<file path="config.mk">
export PLATFORM = sky130hd
export DESIGN_NAME = rnn_cell_mac
export DESIGN_NICKNAME = d
export VERILOG_FILES = /design/src/rtl/rnn_cell_mac.sv
export SDC_FILE = /design/constraint.sdc
export NUM_CORES = 2
export LEC_CHECK = 0
export ABC_CLOCK_PERIOD_IN_PS = 10560
export BUFFER_PORTS_ARGS = -buffer_cell sky130_fd_sc_hd__buf_2
export CELL_PAD_IN_SITES_DETAIL_PLACEMENT = 1
export CELL_PAD_IN_SITES_GLOBAL_PLACEMENT = 1
export CORE_MARGIN = 2
export CORE_UTILIZATION = 52
export CTS_CLUSTER_DIAMETER = 80
export DETAILED_ROUTE_END_ITERATION = 7
export PLACE_DENSITY_LB_ADDON = 0.1
export RECOVER_POWER = 50
export SLEW_MARGIN = 20
export SYNTH_ARGS = -nofsm -noshare
export SYNTH_HDL_FRONTEND = slang
export SYNTH_SLANG_ARGS = --single-unit
</file>
<file path="constraint.sdc">
create_clock -name clk -period 10.56 [get_ports clk]
set_input_delay 0 -clock clk [delete_from_list [all_inputs] [get_ports clk]]
set_output_delay 0 -clock clk [all_outputs]
set_load 0.02 [all_outputs]
</file>
<file path="src/rtl/rnn_cell_mac.sv">
// Recurrent-cell engine: h' = act(x*W_ih + h*W_hh) via one sequential fixed-point MAC.
// Define RNN_RELU_EN for ReLU activation; otherwise the saturated result is stored as is.
module rnn_cell_mac #(
    parameter int IN_DIM  = 2,
    parameter int HID_DIM = 4,
    parameter int DATA_W  = 16,
    parameter int FRAC_W  = 8
) (
    input  logic        clk,
    input  logic        rst_n,
    input  logic        read,
    input  logic        write,
    input  logic [31:0] addr,
    input  logic [31:0] data_in,
    output logic [31:0] data_out,
    output logic        irq
);
    localparam int NOPS = IN_DIM + HID_DIM;
    localparam int TW   = $clog2(NOPS);
    localparam int XW   = (IN_DIM  > 1) ? $clog2(IN_DIM)  : 1;
    localparam int JW   = (HID_DIM > 1) ? $clog2(HID_DIM) : 1;
    localparam int PW   = 2 * DATA_W;
    localparam int AW   = PW + TW;

    typedef enum logic [1:0] {IDLE, MAC, COMMIT} state_t;
    typedef logic signed [DATA_W-1:0] elem_t;

    state_t               state_q, state_d;
    logic [JW-1:0]        j_q, j_d;
    logic [TW-1:0]        t_q, t_d;
    logic signed [AW-1:0] acc_q, acc_d;
    logic                 done_q, done_d;
    logic                 err_q, err_d;
    logic [15:0]          idx_q, idx_d;
    logic [31:0]          dout_q, dout_d;

    elem_t x_q   [IN_DIM];
    elem_t wih_q [IN_DIM][HID_DIM];
    elem_t whh_q [HID_DIM][HID_DIM];
    elem_t h_q   [HID_DIM];
    elem_t hn_q  [HID_DIM];

    logic sel_ok, busy;
    logic wr_ctl, wr_x, wr_ih, wr_hh, wr_idx;
    logic x_ok, ih_ok, hh_ok;
    logic start_go, clr_h, err_set;
    logic x_we, ih_we, hh_we, hn_we, h_commit;

    assign sel_ok   = (addr[31:3] == '0);
    assign busy     = (state_q != IDLE);
    assign wr_ctl   = write && sel_ok && (addr[2:0] == 3'd0);
    assign wr_x     = write && sel_ok && (addr[2:0] == 3'd1);
    assign wr_ih    = write && sel_ok && (addr[2:0] == 3'd2);
    assign wr_hh    = write && sel_ok && (addr[2:0] == 3'd3);
    assign wr_idx   = write && sel_ok && (addr[2:0] == 3'd4);

    assign x_ok  = ({16'b0, data_in[31:16]} < $unsigned(IN_DIM));
    assign ih_ok = ({24'b0, data_in[31:24]} < $unsigned(IN_DIM))
                && ({24'b0, data_in[23:16]} < $unsigned(HID_DIM));
    assign hh_ok = ({24'b0, data_in[31:24]} < $unsigned(HID_DIM))
                && ({24'b0, data_in[23:16]} < $unsigned(HID_DIM));

    assign start_go = wr_ctl && data_in[0] && !busy;
    assign clr_h    = wr_ctl && data_in[1] && !busy;
    assign x_we     = wr_x  && x_ok  && !busy;
    assign ih_we    = wr_ih && ih_ok && !busy;
    assign hh_we    = wr_hh && hh_ok && !busy;
    // A start while busy is silently ignored; only data-path writes and clear-hidden flag err.
    assign err_set  = (wr_ctl && data_in[1] && busy)
                   || (wr_x  && (busy || !x_ok))
                   || (wr_ih && (busy || !ih_ok))
                   || (wr_hh && (busy || !hh_ok));

    logic                 in_phase;
    logic [XW-1:0]        xi;
    logic [JW-1:0]        hk;
    elem_t                op_a, op_b, sat, act;
    logic signed [PW-1:0] prod;
    logic signed [AW-1:0] sum, shifted;
    logic                 pos_ovf, neg_ovf;

    assign in_phase = (t_q < TW'(IN_DIM));
    assign xi       = XW'(t_q);
    assign hk       = JW'(t_q - TW'(IN_DIM));
    assign op_a     = in_phase ? x_q[xi]        : h_q[hk];
    assign op_b     = in_phase ? wih_q[xi][j_q] : whh_q[hk][j_q];
    assign prod     = PW'(op_a) * PW'(op_b);
    assign sum      = acc_q + AW'(prod);
    assign shifted  = sum >>> FRAC_W;
    assign pos_ovf  = !shifted[AW-1] && (|shifted[AW-2:DATA_W-1]);
    assign neg_ovf  = shifted[AW-1] && !(&shifted[AW-2:DATA_W-1]);

    always_comb begin
        sat = shifted[DATA_W-1:0];
        if (pos_ovf) sat = {1'b0, {(DATA_W-1){1'b1}}};
        if (neg_ovf) sat = {1'b1, {(DATA_W-1){1'b0}}};
`ifdef RNN_RELU_EN
        act = sat[DATA_W-1] ? '0 : sat;
`else
        act = sat;
`endif
    end

    always_comb begin
        state_d  = state_q;
        j_d      = j_q;
        t_d      = t_q;
        acc_d    = acc_q;
        done_d   = done_q;
        hn_we    = 1'b0;
        h_commit = 1'b0;
        unique case (state_q)
            IDLE: begin
                if (start_go) begin
                    state_d = MAC;
                    done_d  = 1'b0;
                    acc_d   = '0;
                    j_d     = '0;
                    t_d     = '0;
                end
            end
            MAC: begin
                if (t_q == TW'(NOPS - 1)) begin
                    hn_we = 1'b1;
                    acc_d = '0;
                    t_d   = '0;
                    if (j_q == JW'(HID_DIM - 1)) state_d = COMMIT;
                    else                         j_d     = j_q + JW'(1);
                end else begin
                    acc_d = sum;
                    t_d   = t_q + TW'(1);
                end
            end
            COMMIT: begin
                h_commit = 1'b1;
                done_d   = 1'b1;
                state_d  = IDLE;
            end
            default: state_d = IDLE;
        endcase
    end

    logic [15:0] rb_h;

    always_comb begin
        rb_h = '0;
        if ({16'b0, idx_q} < $unsigned(HID_DIM)) rb_h = 16'(h_q[JW'(idx_q)]);
        idx_d = wr_idx ? data_in[15:0] : idx_q;
        err_d = err_q;
        if (wr_ctl && data_in[2]) err_d = 1'b0;
        if (err_set)              err_d = 1'b1;
        dout_d = dout_q;
        if (read && sel_ok) begin
            case (addr[2:0])
                3'd0:    dout_d = {29'b0, err_q, done_q, busy};
                3'd4:    dout_d = {idx_q, rb_h};
                default: dout_d = '0;
            endcase
        end
    end

    always_ff @(posedge clk or negedge rst_n) begin
        if (!rst_n) begin
            state_q <= IDLE;
            j_q     <= '0;
            t_q     <= '0;
            acc_q   <= '0;
            done_q  <= 1'b0;
            err_q   <= 1'b0;
            idx_q   <= '0;
            dout_q  <= '0;
        end else begin
            state_q <= state_d;
            j_q     <= j_d;
            t_q     <= t_d;
            acc_q   <= acc_d;
            done_q  <= done_d;
            err_q   <= err_d;
            idx_q   <= idx_d;
            dout_q  <= dout_d;
        end
    end

    always_ff @(posedge clk or negedge rst_n) begin
        if (!rst_n) begin
            x_q   <= '{default: '0};
            wih_q <= '{default: '0};
            whh_q <= '{default: '0};
            h_q   <= '{default: '0};
            hn_q  <= '{default: '0};
        end else begin
            if (x_we)  x_q[XW'(data_in[31:16])] <= data_in[DATA_W-1:0];
            if (ih_we) wih_q[XW'(data_in[31:24])][JW'(data_in[23:16])] <= data_in[DATA_W-1:0];
            if (hh_we) whh_q[JW'(data_in[31:24])][JW'(data_in[23:16])] <= data_in[DATA_W-1:0];
            if (clr_h) begin
                h_q  <= '{default: '0};
                hn_q <= '{default: '0};
            end else begin
                if (hn_we)    hn_q[j_q] <= act;
                if (h_commit) h_q       <= hn_q;
            end
        end
    end

    assign data_out = dout_q;
    assign irq      = done_q;

endmodule

</file>
# Yosys cells after proc, flatten, opt, wreduce, memory -nomap -nowiden
# Cells that the tools add are included.
# W data, S select, Z words.
[classes]
reduce_logical = 58
n_eq_ne = 12
shift = 0
add_sub_neg = 4
div_mod_pow = 0
mux = 66
n_mul = 1
bitwise_logic = 8
magnitude_cmp = 19
[op_table]
columns = ["op", "count"]
rows = [
  ["$mux W64", 11],
  ["$mux W16", 19],
  ["$bwmux W256", 1],
  ["$bmux W16 S2", 4],
  ["$bmux W64 S2", 1],
  ["$bwmux W128", 1],
  ["$demux W64 S2", 1],
  ["$mux W35", 2],
  ["$pmux W35 S2", 1],
  ["$bwmux W64", 1],
  ["$demux W16 S2", 2],
  ["$demux W64 S1", 1],
  ["$pmux W32 S2", 1],
  ["$add A35 B32 Y35", 1],
  ["$bwmux W32", 1],
  ["$mul A16 B16 Y32", 1],
  ["$logic_and A1 B1 Y1", 31],
  ["$logic_not A29 Y1", 1],
  ["$demux W16 S1", 1],
  ["$lt A16 B2 Y1 const B", 1],
  ["$lt A16 B3 Y1 const B", 1],
  ["$lt A8 B3 Y1 const B", 2],
  ["$ge A3 B3 Y1 const B", 5],
  ["$not A2 Y3", 5],
  ["other kinds (31)", 72],
]
[word_totals]
latchBits = 0
output_inout_bits = 33
mem_bits_ro = 0
word_cells = 210
ram_bits = 0
n_memories = 0
regBits = 636
in_bits = 68

# Longest topological paths before layout
[depth]
word_depth = 18
mapped_depth = 35

# Least setup slack after synthesis
# No wires, ideal clock.
[synth_timing]
kind = "register -> register"
start = "register t_q[0]"
end = "register hn_q[20] (netlist name)"
setup_time_ps = 130
path_slack_ps = 1213
stages_incl_launch_ff = 32
synth_period_minus_slack_ps = 9347
arrival_ps = 9217
path_buffers = 6
path_cell_list = "dfrtp_1 > buf_2 > buf_2 > buf_2 > buf_1 > mux4_2 > nor2_1 > a311oi_1 > a21oi_1 > or2_2 > fa_1 > inv_1 > fa_1 > fa_1 > fa_1 > fa_1 > inv_1 > fa_1 > inv_1 > ha_1 > buf_2 > o21ai_1 > a21o_1 > a2111oi_0 > o311a_1 > a2111oi_0 > nand2b_1 > or4b_1 > o41a_1 > buf_6 > nor2_4 > o21ai_1"
[synth_between]
elab_chain_cells = 18
elab_cells_between_ends = 41
cone_classes = "add/sub (2); mul (1); order compare (1); eq/ne (1); mux (27); bitwise (2); reduce/logical (7)"
[synth_rtl]
columns = ["item", "line_no", "source"]
rows = [
  ["start: declaration", "30", "logic [TW-1:0] t_q, t_d;"],
  ["start signal: assignment", "175", "t_q <= t_d;"],
  ["$sub A2 B2 Y2", "84", "assign hk = JW'(t_q - TW'(IN_DIM));"],
  ["$not A2 Y3 (not written as such)", "85, 86", ""],
  ["$bmux W64 S2", "86", "assign op_b = in_phase ? wih_q[xi][j_q] : whh_q[hk][j_q];"],
  ["$mux W64 (not written as such) (2 in series)", "86", ""],
  ["$bmux W16 S2", "86", ""],
  ["$mux W16 (not written as such) (2 in series)", "86", ""],
  ["$mux W16", "86", ""],
  ["$mul A16 B16 Y32", "87", "assign prod = PW'(op_a) * PW'(op_b);"],
  ["$add A35 B32 Y35", "88", "assign sum = acc_q + AW'(prod);"],
  ["$reduce_or A12 Y1 (tied with other cells)", "90", "assign pos_ovf = !shifted[AW-1] && (|shifted[AW-2:DATA_W-1]);"],
  ["$logic_and A1 B1 Y1 / $logic_not A1 Y1 (equally long branches)", "90, 91", ""],
  ["$mux W16 / $logic_and A1 B1 Y1 (equally long branches)", "95, 91", ""],
  ["$mux W16", "96", "if (neg_ovf) sat = {1'b1, {(DATA_W-1){1'b0}}};"],
  ["$bwmux W64", "199", "if (hn_we) hn_q[j_q] <= act;"],
  ["$mux W64", "199", ""],
  ["$mux W64", "195", "if (clr_h) begin"],
  ["end signal: indexed assignment", "199", ""],
  ["end: declaration", "41", "elem_t hn_q [HID_DIM];"],
]
# Several ways; a longest one is shown, not always the timed one. The select of a mux whose other input is x is not followed.
# A chain may end at the register's enable or synchronous reset.

# Final worst setup path
[layout_timing]
start = "register t_q[0]"
end = "register hn_q[41] (netlist name)"
# Same word-level chain as after synthesis.

==> results.json <==
{
  "synthCells": 3448,
  "ant_nets": 0,
  "grt_overflow": 0,
  "fmax_mhz": 99.6,
  "endpoint_kind": "flip-flop",
  "slew_headroom": -3.43,
  "grt_pass1_vias": 30900,
  "port-buffer-count": 100,
  "violations": "capacitance limit, slew limit",
  "worstPathRequired_ns": 11.05,
  "wl_um": 123000,
  "worstSkewPairLatency_ns": 0.64,
  "period_minus_slack_ns": 10.04,
  "min_path_type": "input port to flip-flop",
  "max-cap-violations": 6,
  "worstPathMaxFanout": 16,
  "worst_pin_slew_ns": 6.64,
  "final.setup.tns_ns": 0,
  "final_util": 0.583,
  "die_area_mm2": 0.0791,
  "cts.clk_slew.worst_paths_ns": 0.06,
  "clock_sinks": 636,
  "synthArstFlopShare": 1.00,
  "coreArea_mm2": 0.0761,
  "die_w_um": 281,
  "arrival_ns": 10.54,
  "area_growth_syn_to_layout_pct": 11.0,
  "setup_violations": 0,
  "status": "finished, violations left",
  "finalClockSkew_ns": 0.0305,
  "ys.flop_type": "dfrtp_1",
  "dieHeight_um": 281,
  "drt-pass1-iter-count": 7,
  "grt_max_degree": 199,
  "final_common_cell": "dfrtp_1",
  "num-nets-final": 4003,
  "avgSynthCellArea_um2": 11.6,
  "dr.first_iter.drc_count": 1955,
  "synth_area_mm2": 0.0400,
  "via_per_inst": 5.95,
  "num_rows": 101,
  "power_leakage_nw": 21.8,
  "hpwl_um": 87900,
  "grt_use_total": 0.324,
  "hold_viol": 0,
  "vias": 27400,
  "grt_pass1_wl_um": 191000,
  "p_per_area_mw_per_mm2": 117,
  "fin_total_pwr_mw": 5.18,
  "fin_crit_sh": 0.951,
  "cts_tree": "yes",
  "ir_worst_vdd_mv": 0.114,
  "critical_path_class": "flip-flop to flip-flop",
  "drc": 0,
  "antenna_found_initial": 1,
  "synth_seq_area_share": 0.398,
  "synth_seq_cells": 636,
  "rsz0062_at_grt": "no",
  "startpoint_type": "flip-flop",
  "syn_nets": 3934,
  "ioPinCount": 101,
  "ctsResizeCount": 0,
  "wl_per_cell_um": 26.8,
  "yosys_warnings": 0,
  "cts-root-buf": "clkbuf_16",
  "synth-edff-count": 0,
  "drive_gt1_frac": 0.246,
  "cts_buffers": 73,
  "layout_common_cells": "dfrtp_1, nand2_1, mux2_2",
  "initial_utilization": 0.525,
  "ys_types": 70,
  "drv_slew": 358,
  "clockBufferDepth": 3,
  "h-tree-depth": 3,
  "place.gp.congestion": 0.908
}
## power breakdown
part | internal (mW) | total (mW) | switching (mW)
logic | 0.0170 | 0.109 | 0.0916
clock network | 1.56 | 2.63 | 1.07
registers | 2.44 | 2.44 | 0.0000000103
total | 4.02 | 5.18 | 1.16
## synth_stat cells (27+ instances only)
master | instances | area (um^2)
a21oi_1 | 73 | 365
a22o_1 | 33 | 289
clkbuf_1 | 167 | 627
dfrtp_1 | 636 | 15900
fa_1 | 310 | 6210
ha_1 | 108 | 1350
inv_1 | 363 | 1360
mux2_2 | 427 | 4810
mux4_2 | 139 | 3130
nand2_1 | 436 | 1640
nand2b_1 | 27 | 169
nor2_1 | 221 | 830
o21ai_0 | 145 | 726
o21ai_1 | 43 | 215
## worst max-delay path, stage by stage (launching register included)
cell and delay (ns):
dfrtp_4 0.64, buf_4 0.23, mux4_2 0.52, mux4_2 0.54, a21oi_1 0.24, buf_4 0.27, or2_2 0.19, fa_1 0.47
inv_1 0.10, fa_1 0.61, fa_1 0.55, fa_1 0.52, fa_1 0.50, inv_1 0.05, fa_1 0.50, inv_1 0.05
ha_1 0.46, o21ai_1 0.17, a21o_1 0.22, a2111oi_0 0.59, o311a_1 0.27, a2111oi_0 0.07, buf_4 0.17, nand2b_1 0.13
or4b_1 0.50, o41a_1 0.71, nand2b_1 0.35, a22o_1 0.27
## through the flow
stage | hold WS, ns | worst slack, ns | instances | instance area, um^2
global placement | 0.143 | 0.630 | 4459 | 41800
global route | 0.0602 | 0.150 | 4601 | 44400
detailed placement | 0.163 | 0.413 | 4459 | 41800
floorplan | -0.296 | 1.21 | 3448 | 40000
finish | 0.0518 | 0.518 | 4602 | 44400
CTS | 0.0233 | 0.337 | 4599 | 44400
## sequential cells by signal, indices dropped and copies added (netlist names)
signal,flops
data_out,32
acc_q,35
idx_q,16
hn_q,64
x_q,32
wih_q,128
irq,1
err_q,1
whh_q,256
j_q,2
h_q,64
t_q,3
state_q,2
## cell type report
cell class	count	area, um^2
Fill cell	7853	31700
Multi-Input combinational cell	2245	22000
Sequential cell	636	15900
Clock buffer	109	2190
Inverter	364	1370
Timing Repair Buffer	197	1360
Tap cell	1030	1290
Clock inverter	20	287
Antenna cell	1	2.50
## path summary, 6_finish.rpt
kind	from	to	slack [ns]	depth (start not counted)
setup / recovery	t_q[0]$_DFFE_PN0P_	hn_q[41]$_DFFE_PN0P_	0.52	27
hold / removal	data_in[2]	x_q[2]$_DFFE_PN0P_	0.05	2
setup reg to reg	t_q[0]$_DFFE_PN0P_	hn_q[41]$_DFFE_PN0P_	0.52	27
hold reg to reg	whh_q[119]$_DFFE_PN0P_	whh_q[119]$_DFFE_PN0P_	0.48	1
max in group asynchronous	rst_n	whh_q[119]$_DFFE_PN0P_	2.29	5
min in group asynchronous	rst_n	data_out[26]$_DFFE_PN0P_	2.40	2
## repair_timing
item | 4_1_cts | 5_1_grt
hold buffers | 11 | 0
setup endpoints to repair | 0 | 16
buffers inserted | 0 | 1
hold endpoints to repair | 161 | 0
## cell families after synthesis
group | after synthesis | share of synthesized area
AO/OA/AOI/OAI | 384 | 0.0576
adder cells (fa/ha/maj) | 418 | 0.189
XOR/XNOR | 37 | 0.00811
buffers and inverters | 567 | 0.0540
AND/OR/NAND/NOR | 816 | 0.0881
multiplexers | 590 | 0.205
flip-flops | 636 | 0.398
## routing by layer
layer	vias to the layer above	track usage	wire [um]	part of all wire
li1	11700	-	-	-
met1	14800	0.433	52400	0.42
met2	703	0.542	60800	0.49
met3	226	0.0452	5640	0.046
met4	0	0.115	4630	0.038
met5	-	0	0	0
(Power assumes the default switching activity.)
